### config.mk
export PLATFORM = sky130hd
export DESIGN_NAME = fpa_normalizer
export DESIGN_NICKNAME = d
export VERILOG_FILES = /design/src/rtl/fpa_pkg.sv /design/src/rtl/fpa_lzc.sv /design/src/rtl/fpa_normalizer.sv
export SDC_FILE = /design/constraint.sdc
export NUM_CORES = 1
export LEC_CHECK = 0
export CORE_MARGIN = 5
export CORE_UTILIZATION = 40
export DETAILED_ROUTE_END_ITERATION = 7
export GPL_TIMING_DRIVEN = 0
export HOLD_SLACK_MARGIN = 0.03
export PLACE_DENSITY = 0.59
export SYNTH_ARGS = -nofsm -noshare
export SYNTH_HDL_FRONTEND = slang
export SYNTH_SLANG_ARGS = --single-unit
### constraint.sdc
create_clock -name i_clk -period 4.2 [get_ports i_clk]
set_input_delay 0.63 -clock i_clk [delete_from_list [all_inputs] [get_ports i_clk]]
set_output_delay 0.63 -clock i_clk [all_outputs]
set_load 0.02 [all_outputs]
### src/rtl/fpa_pkg.sv
// rtl/fpa_pkg.sv - shared widths, constants and stage payload for the fpa normaliser
package fpa_pkg;

  localparam int EXP_W  = 8;
  localparam int FRAC_W = 23;
  localparam int MANT_W = FRAC_W + 5;
  localparam int LZ_W   = 5;

  localparam logic [EXP_W-1:0] EXP_MAX  = 8'hFF;
  localparam int               EXP_BIAS = 127;
  localparam logic [31:0]      QNAN     = 32'h7FC0_0000;

  // Bit positions inside the incoming mantissa
  localparam int M_CARRY   = 27;
  localparam int M_HIDDEN  = 26;
  localparam int M_FRAC_HI = 25;
  localparam int M_FRAC_LO = 3;
  localparam int M_G       = 2;
  localparam int M_R       = 1;
  localparam int M_S       = 0;

  typedef struct packed {
    logic ovf;
    logic unf;
  } flags_t;

  typedef struct packed {
    logic              sign;
    logic [EXP_W+1:0]  exp;
    logic [MANT_W-1:0] mantis;
    flags_t            flags;
    logic              special;
  } stage_t;

  function automatic logic [31:0] pack_fp(input logic s, input logic [EXP_W-1:0] e,
                                          input logic [FRAC_W-1:0] f);
    return {s, e, f};
  endfunction

endpackage

### src/rtl/fpa_lzc.sv
// rtl/fpa_lzc.sv - leading-zero counter over hidden bit and fraction/GRS field
module fpa_lzc
  import fpa_pkg::*;
(
  input  logic [MANT_W-2:0] i_data,
  output logic [LZ_W-1:0]   o_count
);

  // Highest set bit wins because it is visited last
  always_comb begin
    o_count = LZ_W'(MANT_W - 1);
    for (int i = 0; i < MANT_W - 1; i++) begin
      if (i_data[i]) o_count = LZ_W'(MANT_W - 2 - i);
    end
  end

endmodule

### src/rtl/fpa_normalizer.sv
// rtl/fpa_normalizer.sv - 3-stage normalise/round/pack pipeline for the fpa adder sum
module fpa_normalizer
  import fpa_pkg::*;
(
  input  logic              i_clk,
  input  logic              i_rst,
  input  logic              i_in_valid,
  output logic              o_in_ready,
  input  logic              i_in_sign,
  input  logic [EXP_W-1:0]  i_in_exp,
  input  logic [MANT_W-1:0] i_in_mantis,
  output logic              o_out_valid,
  input  logic              i_out_ready,
  output logic [31:0]       o_out_result,
  output logic              o_out_ovf,
  output logic              o_out_unf,
  output logic              o_out_inexact
);

  logic              w_advance;
  logic              r_s1_valid;
  logic              r_s1_sign;
  logic [EXP_W-1:0]  r_s1_exp;
  logic [MANT_W-1:0] r_s1_mantis;
  logic [LZ_W-1:0]   w_lz;

  logic                    w_s2_special;
  logic signed [EXP_W+1:0] w_exp_in;
  logic signed [EXP_W+1:0] w_exp_norm;
  logic [MANT_W-1:0]       w_mant_norm;
  stage_t                  w_s2;
  stage_t                  r_s2;
  logic                    r_s2_valid;

  logic                    w_inc;
  logic                    w_carry;
  logic                    w_grs;
  logic [FRAC_W:0]         w_frac_sum;
  logic signed [EXP_W+1:0] w_exp_rnd;
  logic [31:0]             w_result;
  logic                    w_ovf;
  logic                    w_unf;
  logic                    w_inexact;

  logic        r_out_valid;
  logic [31:0] r_out_result;
  logic        r_out_ovf;
  logic        r_out_unf;
  logic        r_out_inexact;

  assign w_advance  = !r_out_valid || i_out_ready;
  assign o_in_ready = w_advance;

  always_ff @(posedge i_clk) begin
    if (i_rst) begin
      r_s1_valid <= 1'b0;
    end else if (w_advance) begin
      r_s1_valid  <= i_in_valid;
      r_s1_sign   <= i_in_sign;
      r_s1_exp    <= i_in_exp;
      r_s1_mantis <= i_in_mantis;
    end
  end

  fpa_lzc u_lzc (
    .i_data  (r_s1_mantis[MANT_W-2:0]),
    .o_count (w_lz)
  );

  // Exponent is widened by two signed bits so large left shifts go negative instead of wrapping
  always_comb begin
    w_exp_in    = $signed({2'b00, r_s1_exp});
    w_exp_norm  = w_exp_in;
    w_mant_norm = r_s1_mantis;
    if (r_s1_mantis[M_CARRY]) begin
      w_mant_norm = {1'b0, r_s1_mantis[MANT_W-1:2], r_s1_mantis[M_R] | r_s1_mantis[M_S]};
      w_exp_norm  = w_exp_in + 10'sd1;
    end else if (!r_s1_mantis[M_HIDDEN]) begin
      w_mant_norm = r_s1_mantis << w_lz;
      w_exp_norm  = w_exp_in - $signed({5'b00000, w_lz});
    end
    w_s2_special    = (r_s1_exp == EXP_MAX);
    w_s2.sign       = r_s1_sign;
    w_s2.special    = w_s2_special;
    w_s2.exp        = w_exp_norm;
    w_s2.mantis     = w_s2_special ? r_s1_mantis : w_mant_norm;
    w_s2.flags.unf  = !w_s2_special && (w_exp_norm <= 0);
    w_s2.flags.ovf  = !w_s2_special && (w_exp_norm >= 255);
  end

  always_ff @(posedge i_clk) begin
    if (i_rst) begin
      r_s2_valid <= 1'b0;
    end else if (w_advance) begin
      r_s2_valid <= r_s1_valid;
      r_s2       <= w_s2;
    end
  end

  always_comb begin
    w_inc      = r_s2.mantis[M_G] &&
                 (r_s2.mantis[M_R] || r_s2.mantis[M_S] || r_s2.mantis[M_FRAC_LO]);
    w_grs      = |r_s2.mantis[M_G:M_S];
    w_frac_sum = {1'b0, r_s2.mantis[M_FRAC_HI:M_FRAC_LO]} + (FRAC_W+1)'(w_inc);
    w_carry    = w_frac_sum[FRAC_W];
    w_exp_rnd  = $signed(r_s2.exp) + $signed({{(EXP_W+1){1'b0}}, w_carry});
    w_result   = pack_fp(r_s2.sign, w_exp_rnd[EXP_W-1:0], w_frac_sum[FRAC_W-1:0]);
    w_ovf      = 1'b0;
    w_unf      = 1'b0;
    w_inexact  = w_grs;
    if (r_s2.special) begin
      w_result  = (r_s2.mantis[M_FRAC_HI:M_FRAC_LO] == '0) ? pack_fp(r_s2.sign, EXP_MAX, '0) : QNAN;
      w_inexact = 1'b0;
    end else if (r_s2.mantis == '0) begin
      w_result  = '0;
      w_inexact = 1'b0;
    end else if (r_s2.flags.unf) begin
      w_result  = {r_s2.sign, 31'b0};
      w_unf     = 1'b1;
      w_inexact = 1'b1;
    end else if (r_s2.flags.ovf || (w_exp_rnd >= 255)) begin
      w_result  = pack_fp(r_s2.sign, EXP_MAX, '0);
      w_ovf     = 1'b1;
      w_inexact = 1'b1;
    end
  end

  always_ff @(posedge i_clk) begin
    if (i_rst) begin
      r_out_valid   <= 1'b0;
      r_out_result  <= '0;
      r_out_ovf     <= 1'b0;
      r_out_unf     <= 1'b0;
      r_out_inexact <= 1'b0;
    end else if (w_advance) begin
      r_out_valid <= r_s2_valid;
      if (r_s2_valid) begin
        r_out_result  <= w_result;
        r_out_ovf     <= w_ovf;
        r_out_unf     <= w_unf;
        r_out_inexact <= w_inexact;
      end
    end
  end

  assign o_out_valid   = r_out_valid;
  assign o_out_result  = r_out_result;
  assign o_out_ovf     = r_out_ovf;
  assign o_out_unf     = r_out_unf;
  assign o_out_inexact = r_out_inexact;

endmodule

=== Word level (Yosys, flattened, before mapping) ===
Cells that the tools add are included.

* Register bits after elaboration: 117
* Bits in latches: 0
* Bits in writable memories: 0
* ROM bits: 0
* Output and inout bits: 37
* Word-level logic and storage cells: 89
* Memories kept: 0

* Add/sub/neg operators: 4
* Multiply operators: 0
* Div/mod/pow operators: 0
* Order comparisons: 3
* Equality and inequality tests: 1
* Shift operators: 1
* Multiplexer cells: 48
* Bitwise gates (word level): 2
* Reduce and logical (&&, ||, !) cells: 14

{| class="wikitable"
|+ Operator list
! operator !! count
|-
| $mux 32 || 3
|-
| $mux 28 || 3
|-
| $mux 5 || 16
|-
| $mux 31 || 2
|-
| $mux 4 || 8
|-
| $logic_not 28->1 || 1
|-
| $shl 28x5->28 || 1
|-
| $add 23x1->24 || 1
|-
| $logic_not 23->1 || 1
|-
| $ge 10x9->1 const B || 2
|-
| $mux 10 || 2
|-
| $mux 1 || 12
|-
| $add 10x2->10 || 1
|-
| $le 10x1->1 const B || 1
|-
| $add 8x1->9 const B || 1
|-
| $sub 8x5->9 || 1
|-
| $eq 8x8->1 const B || 1
|-
| $logic_or 1x1->1 || 4
|-
| $mux 2 || 2
|-
| $reduce_and 2->1 || 2
|-
| $logic_and 1x1->1 || 3
|-
| $reduce_or 3->1 || 1
|-
| $logic_not 1->1 || 2
|-
| $not 1->1 || 1
|-
| $or 1x1->1 || 1
|}

=== Logic depth before layout (Yosys ltp) ===
* Depth in word-level cells: 32
* Mapped depth: 20

=== Modules after synthesis ===
A second synthesis with hierarchy kept.

* Cells, all modules: 720
* Area total of the unflattened synthesis: 7,183.1 um^2

{| class="wikitable"
|+ By module, submodules not included
! module !! times used !! cells an instance !! area each (um^2)
|-
| fpa_normalizer || 1 || 669 || 6,905.4
|-
| fpa_lzc || 1 || 51 || 277.8
|}

=== Worst setup path before layout ===
No wires, ideal clock.

* Path kind: reg2reg
* Start point: register r_s1_mantis[23]
* End point: register r_s2[1] (netlist bit), data pin
* Setup time: 0.130 ns
* Data arrival time: 3.827 ns
* Required time: 4.070 ns
* Path slack: 0.243 ns
* Stages on the path, launching flop included: 20
* Path through: edfxtp_1 buf_2 or3b_1 nand3_1 a21oi_1 a21oi_2 buf_6 inv_2 buf_4 ha_1 fa_1 nor2b_1 o21a_1 o21a_1 nand2b_1 o22ai_1 xor2_1 or4_1 nor4_1 o21a_1

{| class="wikitable"
|+ RTL lines
! element !! line !! text
|-
| start: declaration || fpa_normalizer.sv:24 || <nowiki>logic [MANT_W-1:0] r_s1_mantis;</nowiki>
|-
| start signal: assignment || fpa_normalizer.sv:61 || <nowiki>r_s1_mantis <= i_in_mantis;</nowiki>
|-
| end signal: assignment || fpa_normalizer.sv:96 || <nowiki>r_s2 <= w_s2;</nowiki>
|-
| end: declaration || fpa_normalizer.sv:32 || <nowiki>stage_t r_s2;</nowiki>
|}

==> results.yml <==
floorplan:
  boundaryPins: 78
  die_area_mm2: 0.0211
  start_util: 0.407
  core_mm2: 0.0180
  num_rows: 49
  die_y_um: 145
  die_x_um: 145
job:
  drv_cap: 0
worst_setup_path:
  critPathCaptureType: "flip-flop"
  cp_top_family: "simple AND/OR/NAND/NOR gates"
  rr_startpoint: "r_s1_mantis[25]"
  setup.worst_path.class: "reg2reg"
  critPathBufInv: 4
  crit_path_cell_trace: "buf_6 -> nor4_4 -> buf_4 -> nand2_2 -> a21oi_4 -> buf_4 -> clkinv_2 -> ha_1 -> o21a_1 -> o21a_1 -> nand2b_4 -> o22ai_4 -> xor2_2 -> or4_4 -> nor4_4 -> o21a_1"
  worstPathRequired_ns: 4.49
  start_kind: "flip-flop"
  cp_common_cell: "o21a_1"
  worst_r2r_endpoint: "r_s2[1]"
  crit_path_max_incr_delay_ns: 0.46
  reg2reg_slack_ns: 0.13
  cp.arrival_ns: 4.36
  worst_path_max_delay_cell: "edfxtp_1"
  reg2reg_depth: 16
  cp_max_fo: 10
grt:
  overflow: 0
  grt_first_pass_wirelength_mm: 37.3
  grt_pass1_vias: 6502
  antenna_found_initial: 0
  grt_start_max_net_pins: 41
  grtUsageTotal: 0.220
clocking:
  cts_root_buffer: "clkbuf_16"
  cts_tree: "built"
  cts_num_sinks: 117
  ctsHtreeMaxLevel: 4
  cts.path.max_buffers: 2
  clkLatencyLatePin_ns: 0.42
  cts_buffers: 17
  cts_hold_buf: 0
  clkTransAtPathRegs_ns: 0.06
pwr:
  power.share.combinational: 0.177
  p_leak_nw: 3.45
  p_seq_frac: 0.397
  intPower_w: 0.00249
  vdd_drop_max_mv: 0.278
  p_sw_frac: 0.284
  power_density_mw_per_mm2: 367
  power_frac_clock: 0.425
  power_switching_w: 0.000988
placement:
  dp_hpwl_mm: 17.3
  place.gp.congestion: 0.986
  numPortBuffers: 76
  dp.cells: 1115
sta:
  slew-limit-headroom: 0.110
  tightest_slew_ns: 1.32
  hold_viol: 0
  setup_viol: 0
  slew_violations: 0
  fin_crit_sh: 0.969
  skew_ns: 0.0128
  fin_crit_ns: 4.07
  fmax_mhz: 246
logic_synthesis:
  synth_cell_type_count: 74
  ys_seq_area_frac: 0.428
  synth.top_cells.by_area: "edfxtp_1 (32%), dfxtp_1 (10%), nor2_1 (4.3%), o21ai_0 (4.2%), a22oi_1 (3.6%)"
  synth_top_flop_cell: "edfxtp_1"
  synthCells: 809
  syn_nets: 860
  yosysTopAreaCell: "edfxtp_1"
  synth_area_mm2: 0.00731
  ys_seq_elements: 117
  synth_warnings: 0
  synth_edf_count: 79
  async_reset_ff_frac: 0
  syn_avg_cell_area_um2: 9.04
  synth_top_area_frac: 0.324
final_layout:
  layout.cells.non_filler: 1174
  drive_above_1_share: 0.165
  syn_to_final_growth_pct: 29.7
  final_core_util: 0.528
  n_fill_cell: 1686
  nets: 983
  layout.cells.most_common_list: "nor2_1 (79), edfxtp_1 (79), clkdlybuf4s50_1 (76)"
  diodes: 0
min_path:
  hold_class: "reg2reg"
  whs_path_depth: 2
  min_from: "o_out_result[7]"
  min_to: "o_out_result[7]"
routing:
  post-route-drc-count: 0
  viasPerCell: 5.99
  drt-total-wl_mm: 24.0
  avgRoutedWirePerCell_um: 20.5
  drtIter0Drc: 531
  dr.pass1.iters: 5
  m1WireLength_mm: 10.3
  num_vias: 7038
  wl_met2_mm: 11.0
  final_antenna_net_count: 0
  routed.top_layer: "met4"
  dr_wl_met3_mm: 1.85
status:
  status: "finished clean"
cell type report:
type	count	area (µm²)	share of cell area
tap	229	287	0.0302
inverter	24	93.8	0.00989
buffer	50	279	0.0294
sequential	117	3130	0.330
clock inverter	9	82.6	0.00871
timing repair buffer	115	1070	0.112
multi-input combinational	607	4030	0.425
clock buffer	23	514	0.0542
synthesized netlist by cell type, types with 20 or more instances:
cell / n
nand3_1: 41
clkbuf_1: 32
o21ai_0: 61
edfxtp_1: 79
nor2_1: 83
dfxtp_1: 38
a221oi_1: 22
a21oi_1: 45
a22oi_1: 35
nand2_1: 59
inv_1: 20
layer usage:
layer  up-vias  track usage
met5         -            0
met4         0       0.0882
met2       364        0.350
li1       3324            -
met1      3274        0.292
met3        76       0.0486
worst register-to-register path, delay by kind of cell, from the launching register on:
family / cells / cell delay (ns)
buffers and inverters: 4 / 0.78
AO/OA/AOI/OAI: 5 / 0.90
adder cells (fa/ha/maj): 1 / 0.36
XOR/XNOR: 1 / 0.12
flip-flops: 1 / 0.46
AND/OR/NAND/NOR: 5 / 1.33
repair_timing:
action / in CTS / in global routing
pin swaps: 0 / 13
endpoints found under the setup margin: 23 / 35
resized for setup: 19 / 50
setup buffers: 8 / 30
how the worst max path moves through the flow:
stage | startpoint | endpoint | slack [ns] | cells after the start
after floorplan | r_s1_mantis[23] | r_s2[1] | 0.24 | 19
after global placement | r_s1_mantis[26] | r_s2[1] | -0.79 | 15
after detailed placement | r_s1_mantis[26] | r_s2[1] | -0.64 | 15
after CTS | r_s1_mantis[0] | r_s2[1] | -0.06 | 19
after global routing | r_s1_mantis[17] | r_s2[1] | -0.02 | 18
final | r_s1_mantis[25] | r_s2[1] | 0.13 | 16
registers in the layout (all words and copies together) (netlist names):
name	flops
o_out_inexact	1
o_out_ovf	1
o_out_result	32
o_out_unf	1
o_out_valid	1
r_s1_exp	8
r_s1_mantis	28
r_s1_sign	1
r_s1_valid	1
r_s2	42
r_s2_valid	1
cell families (layout without fill, tap and decap cells):
family,after synthesis,after routing,synth area share
muxes,19,19,0.0272
xor gates and xnor gates,34,34,0.0407
AOI/OAI and AO/OA,266,266,0.249
DFF,117,117,0.428
adders and majority gates,10,10,0.0181
and+or+nand+nor,278,278,0.183
buffers and inverters,85,221,0.0527
metrics by stage:
step	TNS [ns]	setup slack (ns)	instance area [µm²]	hold WS (ns)	power, W
2_1_floorplan	0	0.243	7310	0.400	0.00174
3_3_place_gp	-28.35	-0.787	8360	0.440	0.00195
3_5_place_dp	-3.87	-0.639	8380	0.445	0.00195
4_1_cts	-0.0552	-0.0552	9100	0.455	0.00344
5_1_grt	-0.0173	-0.0173	9490	0.465	0.00361
6_report	0	0.128	9490	0.451	0.00348
power by group through the flow:
stage	Sequential [W]	Combinational [W]	Clock (W)
after detailed placement	0.00140	0.000548	0
after CTS	0.00138	0.000562	0.00150
after floorplan	0.00139	0.000347	0
after global routing	0.00139	0.000664	0.00156
after global placement	0.00140	0.000550	0
final	0.00138	0.000617	0.00148
No activity file was read; power rests on OpenSTA's default activity.
